## config.mk

```make
export PLATFORM = sky130hd
export DESIGN_NAME = data_memory_arbiter
export DESIGN_NICKNAME = d
export VERILOG_FILES = /design/src/rtl/data_memory_arbiter_pkg.sv /design/src/rtl/dmem_arb_pick.sv /design/src/rtl/data_memory_arbiter.sv
export SDC_FILE = /design/constraint.sdc
export NUM_CORES = 1
export LEC_CHECK = 0
export ABC_CLOCK_PERIOD_IN_PS = 2400
export CORE_MARGIN = 8
export CORE_UTILIZATION = 22
export CTS_CLUSTER_SIZE = 24
export DETAILED_ROUTE_END_ITERATION = 10
export HOLD_SLACK_MARGIN = 0.02
export PLACE_DENSITY = 0.85
export SETUP_SLACK_MARGIN = 0.3
export SYNTH_ARGS = -nofsm -noshare
export SYNTH_HDL_FRONTEND = slang
export SYNTH_SLANG_ARGS = --single-unit
```

## constraint.sdc

```tcl
create_clock -name CLK -period 2.4 [get_ports CLK]
set_clock_uncertainty 0.1 [all_clocks]
set_input_delay 0.24 -clock CLK [delete_from_list [all_inputs] [get_ports CLK]]
set_output_delay 0.24 -clock CLK [all_outputs]
set_load 0.1 [all_outputs]
```

## src/rtl/data_memory_arbiter_pkg.sv

```systemverilog
// data_memory_arbiter_pkg: shared data width and arbiter FSM state encodings.
package data_memory_arbiter_pkg;
    localparam int INTERNAL_BITS = 16;
    typedef enum logic [1:0] {IDLE, OWN0, OWN1} state_t;
endpackage

```

## src/rtl/dmem_arb_pick.sv

```systemverilog
// dmem_arb_pick: 2-way winner select; a tie goes to the requester not granted last.
module dmem_arb_pick (
    input  logic req0,
    input  logic req1,
    input  logic last,
    output logic pick0,
    output logic pick1
);
    assign pick0 = req0 && (!req1 || last);
    assign pick1 = req1 && (!req0 || !last);
endmodule

```

## src/rtl/data_memory_arbiter.sv

```systemverilog
// data_memory_arbiter: two-requester single-port memory arbiter with lockable bursts.
// DMEM_ARB_RR_EN selects round-robin tie breaking; otherwise requester 0 wins ties.
module data_memory_arbiter
    import data_memory_arbiter_pkg::*;
#(
    parameter int ADDR_BITS = 13,
    parameter int MAX_BURST = 4
) (
    input  logic                     CLK,
    input  logic                     RST,
    input  logic                     Req0,
    input  logic                     Req1,
    input  logic                     We0,
    input  logic                     We1,
    input  logic                     Lock0,
    input  logic                     Lock1,
    input  logic [ADDR_BITS-1:0]     Addr0,
    input  logic [ADDR_BITS-1:0]     Addr1,
    input  logic [INTERNAL_BITS-1:0] Wdata0,
    input  logic [INTERNAL_BITS-1:0] Wdata1,
    output logic                     Gnt0,
    output logic                     Gnt1,
    output logic [INTERNAL_BITS-1:0] Rdata,
    output logic                     Rvalid0,
    output logic                     Rvalid1,
    output logic                     Read_enable,
    output logic                     Write_enable,
    output logic [ADDR_BITS-1:0]     Address,
    output logic [INTERNAL_BITS-1:0] Write_data,
    input  logic [INTERNAL_BITS-1:0] Data_out
);
    localparam int CW = $clog2(MAX_BURST + 1);
    localparam logic [CW-1:0] MAXC = CW'(MAX_BURST);
    state_t        state;
    logic [CW-1:0] cnt;
    logic          last, own0, own1, pick0, pick1;
`ifndef DMEM_ARB_RR_EN
    assign last = 1'b1;
`endif
    // an owner still requesting bypasses arbitration entirely
    assign own0 = state == OWN0 && Req0;
    assign own1 = state == OWN1 && Req1;
    dmem_arb_pick u_pick (.req0(Req0), .req1(Req1), .last(last), .pick0(pick0), .pick1(pick1));
    assign Gnt0 = !RST && !own1 && (own0 || pick0);
    assign Gnt1 = !RST && !own0 && (own1 || pick1);
    assign Address      = Gnt0 ? Addr0  : Gnt1 ? Addr1  : '0;
    assign Write_data   = Gnt0 ? Wdata0 : Gnt1 ? Wdata1 : '0;
    assign Write_enable = Gnt0 ? We0    : Gnt1 ? We1    : 1'b0;
    assign Read_enable  = Gnt0 ? !We0   : Gnt1 ? !We1   : 1'b0;
    assign Rdata        = Data_out;
    always_ff @(posedge CLK) begin
        if (RST) begin
            state   <= IDLE;
            cnt     <= '0;
            Rvalid0 <= 1'b0;
            Rvalid1 <= 1'b0;
`ifdef DMEM_ARB_RR_EN
            last    <= 1'b1;
`endif
        end else begin
            Rvalid0 <= Gnt0 && !We0;
            Rvalid1 <= Gnt1 && !We1;
`ifdef DMEM_ARB_RR_EN
            if (Gnt0 || Gnt1) last <= Gnt1;
`endif
            if (own0 || own1) begin
                if ((own0 ? Lock0 : Lock1) && cnt + CW'(1) < MAXC) begin
                    cnt <= cnt + CW'(1);
                end else begin
                    state <= IDLE;
                    cnt   <= '0;
                end
            end else if (Gnt0 && Lock0 && MAX_BURST > 1) begin
                state <= OWN0;
                cnt   <= CW'(1);
            end else if (Gnt1 && Lock1 && MAX_BURST > 1) begin
                state <= OWN1;
                cnt   <= CW'(1);
            end else begin
                state <= IDLE;
                cnt   <= '0;
            end
        end
    end
endmodule

```

* Word level (Yosys, flattened, before mapping)
Cells that the tools add are included.
** Storage, ports and cells
- Bits in registers :: 7
- Bits of input ports :: 82
- Logic and storage cells :: 47
** Cells by class
- $add $sub $neg :: 1
- Order comparisons :: 1
- Eq/ne operators :: 3
- Multiplexer cells :: 17
- Reduce and logical (&&, ||, !) cells :: 21
** Operators by type and width (count)
- 16-bit 2-to-1 mux :: 2
- 13-bit 2-to-1 mux :: 2
- 1-bit logical AND :: 12
- 2-bit 2-to-1 mux :: 4
- 1-bit 2-to-1 mux :: 7
- 1-bit zero test :: 6
- 3-bit 2-to-1 mux :: 2
- 3-bit by 1-bit adder with 3-bit output (second input constant) :: 1
- 1-bit logical OR :: 3
- 3-bit less-than comparator (second input constant) :: 1
- 2-bit by 1-bit == test with 1-bit output (second input constant) :: 1
- 2-bit == test (second input constant) :: 1
- 2-bit inequality test (second input constant) :: 1

* Longest topological paths before layout
- Depth after elaboration :: 9
- Depth in mapped cells :: 4
- Gate-level depth less buffers :: 4

* Modules after synthesis
A second synthesis with hierarchy kept.
** Unflattened totals
- Cells, all modules :: 156
- Area total of the unflattened synthesis :: 1052.3 um2
** Modules (own cells, without submodules)
- data_memory_arbiter :: times used 1, cells each 153, area each 1033.5 um2
- dmem_arb_pick :: times used 1, cells each 3, area each 18.8 um2

* Least setup slack after synthesis
No wires, ideal clock.
- Kind :: register to output
- From :: register state[0]
- To :: output port Address[10]
- Arrival :: 2.182 ns
- Data required time :: 2.060 ns
- Setup slack :: -0.122 ns
- Stages on the path, launching flop included :: 5
- Path buffers :: 1
- Path through :: dfxtp_1 > and3b_2 > nor3b_2 > buf_2 > a22o_1
** RTL lines
- start, declared :: line data_memory_arbiter.sv:34 : state_t state;
- start signal, assigned :: line data_memory_arbiter.sv:53 : state <= IDLE;
- start signal, assigned :: line data_memory_arbiter.sv:70 : state <= IDLE;
- start signal, assigned :: line data_memory_arbiter.sv:74 : state <= OWN0;
- 2-bit == test :: line data_memory_arbiter.sv:42 : assign own1 = state == OWN1 && Req1;
- 1-bit logical AND :: line data_memory_arbiter.sv:42
- 1-bit zero test :: line data_memory_arbiter.sv:44 : assign Gnt0 = !RST && !own1 && (own0 || pick0);
- 1-bit logical AND :: line data_memory_arbiter.sv:44
- 1-bit logical AND * :: line data_memory_arbiter.sv:44
- via Gnt0 :: line data_memory_arbiter.sv:21 : output logic Gnt0,
- 13-bit 2-to-1 mux * :: line data_memory_arbiter.sv:46 : assign Address = Gnt0 ? Addr0 : Gnt1 ? Addr1 : '0;
- end, declared :: line data_memory_arbiter.sv:28 : output logic [ADDR_BITS-1:0] Address,
Mark *: on every way through the listed nets, which the timed path passes. The rest lies on a longest branch.

* Worst setup path after layout
- From :: register state[0]
- To :: output port Address[0]
** On the way
- Longest elaborated chain between the ends :: 7
** RTL lines
- 2-bit by 1-bit == test with 1-bit output :: line data_memory_arbiter.sv:41 : assign own0 = state == OWN0 && Req0;
- 1-bit logical AND :: line data_memory_arbiter.sv:41
- 1-bit zero test :: line data_memory_arbiter.sv:45 : assign Gnt1 = !RST && !own0 && (own1 || pick1);
- 1-bit logical AND (2 in series) :: line data_memory_arbiter.sv:45
- 13-bit 2-to-1 mux :: line data_memory_arbiter.sv:46
- 13-bit 2-to-1 mux * :: line data_memory_arbiter.sv:46
Mark *: on every way between the ends. The rest lies on a longest branch, timed or not.

==> impl_metrics.toml <==
[sta]
setup_repair_after_global_routing_missed_its_margin = "true"
timing.fmax_ghz = 0.490
timing.setup.tns_ps = 0
tightestPinTransition_ps = 494
finalSetupViolations = 0
timing.final.crit_share_pct = 85.1
final_hold_viol_count = 0
max-slew-margin-rel_pct = 66.8
slew_viol_final = 0
period_minus_slack_ps = 2040

[floorplanning]
ioPinCount = 133
core_region_area_um2 = 3280
die_w_um = 74.1
die_height_um = 74.1
floorplan.initialDensity_pct = 22.6
rows = 21
area_of_the_die_um2 = 5490

[power_and_ir_drop]
power.leakage_uw = 0.000950
power.ir.vdd_worst_v = 0.000383
pwr_density_cell_nw_per_um2 = 395

[worst_setup_path]
critical_path_class = "reg -> out"
reg2reg_to = "cnt[0]"
cp.arrival_ps = 1700
setup.worst_path.end_class = "output pin"
crit-reg2reg-launch = "state[0]"
path_max_fanout = 5
regToRegSetupSlack_ps = 900
cp-startpoint = "state[0]"
critical_path.endpoint = "Address[0]"
worstPathRequired_ps = 2060
rr_worst_depth = 4
worstSetupStartpointType = "flop"

[logic_synthesis]
netlist-cell-type-count = 25
synth.ff_latch_count = 7
netlist.top_cell.by_area = "sky130_fd_sc_hd__a22o_1"
synth_top_cells_by_area = "sky130_fd_sc_hd__a22o_1 35%, sky130_fd_sc_hd__dfxtp_1 19%, sky130_fd_sc_hd__buf_4 16%, sky130_fd_sc_hd__buf_2 4.0%, sky130_fd_sc_hd__a21bo_2 2.7%"
post_synth_inst_count = 83
netlist.area_leader.share_pct = 35.4
synth-seq-area-share_pct = 18.9
post_synth.cell_area_avg_um2 = 8.94
synthesis.area_um2 = 742
synth.net_count = 166
synth-warning-count = 0

[place]
gpl.final_weighted_congestion = 0.747
detailedPlacementHpwl_mm = 3.30
place.detailed.instances = 212
port_buffers = 100

[layout]
area.growth.synth_to_final_pct = 197
n_antenna_cell = 0
finalNonFillerCells = 224
layout-drive-gt1-share_pct = 51.1
nNetsFinal = 262

[grt]
initial_antenna_violation_count = 0
grt_overflow = 0
maximum_number_of_pins_on_one_net_before_global_route_repair = 19
number_of_global_route_vias_before_repair = 1058
grt_pass1_wl_mm = 5.50
gr-usage-all-layers_pct = 12.7

[clock_tree]
cts_tree = "done"
ctsLongestPathBuffers = 2
ctsHoldBuffers = 0
clk-insertion-delay-late_ps = 260
clock_sinks = 7
cts_root_buffer = "sky130_fd_sc_hd__clkbuf_4"
htree_num_levels = 1
cts-buffers-inserted = 3
clk_transition_reported_paths_ps = 60

[route]
avgRoutedWirePerCell_um = 17.8
drt.antenna.violating_nets = 0
drt-total-wl_mm = 3.98
avgViaCountPerCell = 4.63
post-route-drc-count = 0
drtIter0Drc = 40
vias = 1038
dr.pass1.iters = 4

[hold_path]
timing.hold.worst.start = "RST"
min-delay-path-class = "in -> reg"

[outcome]
run_status = "complete, no violations"

[job]
timing.max_cap.violations = 0
kinds of logic (layout without fill, tap and decap cells):
family                   count (synthesis)  after routing  share of synthesized area (%)
adder cells (fa/ha/maj)                  1              1                           1.69
XOR/XNOR                                 1              1                           1.18
flip-flops                               7              7                           18.9
AND/OR/NAND/NOR                         15             15                           15.0
multiplexers                             1              1                           1.35
other                                    1              1                          0.505
buffers and inverters                   22            117                           20.2
AO/OA/AOI/OAI                           35             35                           41.1
cell usage in the layout, fill, tap and decap left out, types with 2 or more instances in the layout:
master / instances
sky130_fd_sc_hd__buf_4: 9
sky130_fd_sc_hd__buf_8: 3
sky130_fd_sc_hd__a21bo_2: 2
sky130_fd_sc_hd__dfxtp_2: 2
sky130_fd_sc_hd__dlymetal6s2s_1: 3
sky130_fd_sc_hd__buf_12: 33
sky130_fd_sc_hd__clkbuf_4: 3
sky130_fd_sc_hd__buf_6: 2
sky130_fd_sc_hd__dfxtp_1: 5
sky130_fd_sc_hd__clkdlybuf4s50_1: 62
sky130_fd_sc_hd__a22o_2: 29
registers in the layout, indices dropped and copies added, names as in the netlist:
register	flops
Rvalid1	1
Rvalid0	1
cnt	3
state	2
metrics by stage:
stage	setup WS, ps	utilization [%]	instance area, um^2	total power, uW	hold WS, ps
after floorplan	149	-	778	579	209
after global placement	322	62.6	2060	734	381
after detailed placement	246	62.6	2060	742	381
after CTS	272	64.1	2100	860	381
after global routing	281	67.0	2200	901	303
final	357	67.0	2200	870	293
how the worst min path moves through the flow:
stage | end | slack, ps | depth (start not counted)
5_1_grt | cnt[0] | 300 | 3
3_5_place_dp | Rdata[10] | 380 | 0
4_1_cts | Rdata[10] | 380 | 0
2_1_floorplan | cnt[0] | 210 | 1
6_report | cnt[0] | 290 | 3
3_3_place_gp | Rdata[10] | 380 | 0
Yosys cell counts:
library cell,count
sky130_fd_sc_hd__a22o_1,30
sky130_fd_sc_hd__buf_4,16
sky130_fd_sc_hd__dfxtp_1,7
sky130_fd_sc_hd__buf_2,6
sky130_fd_sc_hd__nor2b_1,3
sky130_fd_sc_hd__a21bo_2,2
sky130_fd_sc_hd__a21boi_2,1
sky130_fd_sc_hd__a21oi_1,1
sky130_fd_sc_hd__a31oi_1,1
sky130_fd_sc_hd__and2_1,1
sky130_fd_sc_hd__and2b_1,1
sky130_fd_sc_hd__and3b_2,1
sky130_fd_sc_hd__conb_1,1
sky130_fd_sc_hd__ha_1,1
sky130_fd_sc_hd__mux2i_1,1
sky130_fd_sc_hd__nand2_1,1
sky130_fd_sc_hd__nand3b_1,1
sky130_fd_sc_hd__nand4b_1,1
sky130_fd_sc_hd__nor3b_2,1
sky130_fd_sc_hd__nor4_1,1
sky130_fd_sc_hd__nor4b_1,1
sky130_fd_sc_hd__or2_2,1
sky130_fd_sc_hd__or2b_1,1
sky130_fd_sc_hd__or4_1,1
sky130_fd_sc_hd__xor2_1,1
worst max-delay path, stage by stage, from the launching register on:
cell and delay (ps):
sky130_fd_sc_hd__dfxtp_2 360, sky130_fd_sc_hd__and3b_2 240, sky130_fd_sc_hd__nor3b_4 200, sky130_fd_sc_hd__buf_4 150, sky130_fd_sc_hd__buf_2 150, sky130_fd_sc_hd__a22o_2 170
sky130_fd_sc_hd__buf_12 170
layer usage:
layer  GRT usage [%]  vias to the layer above  part of all wire, %
met5               0                        -                    0
met4            3.33                        0                 0.90
met3            4.99                        4                   10
met2            24.4                       56                   54
met1            12.1                      483                   34
li1                -                      495                    -
timing repair:
item,CTS,global route
resized for setup,5,15
buffers inserted,0,6
pin swaps,0,3
endpoints found under the setup margin,18,31
gates cloned,0,2
area by class of cell:
| class | count | area [um^2] |
|---|---|---|
| Timing Repair Buffer | 113 | 1460 |
| Fill cell | 255 | 1080 |
| Multi-Input combinational cell | 54 | 514 |
| Sequential cell | 7 | 143 |
| Tap cell | 46 | 57.6 |
| Clock buffer | 3 | 22.5 |
| Clock inverter | 1 | 5.00 |
power breakdown:
| part | internal, uW | switching, uW | leakage, uW |
|---|---|---|---|
| clock network | 61.3 | 51.2 | 0.0000177 |
| logic | 281 | 353 | 0.000874 |
| registers | 121 | 2.47 | 0.0000582 |
No activity file was read; power rests on OpenSTA's default activity.
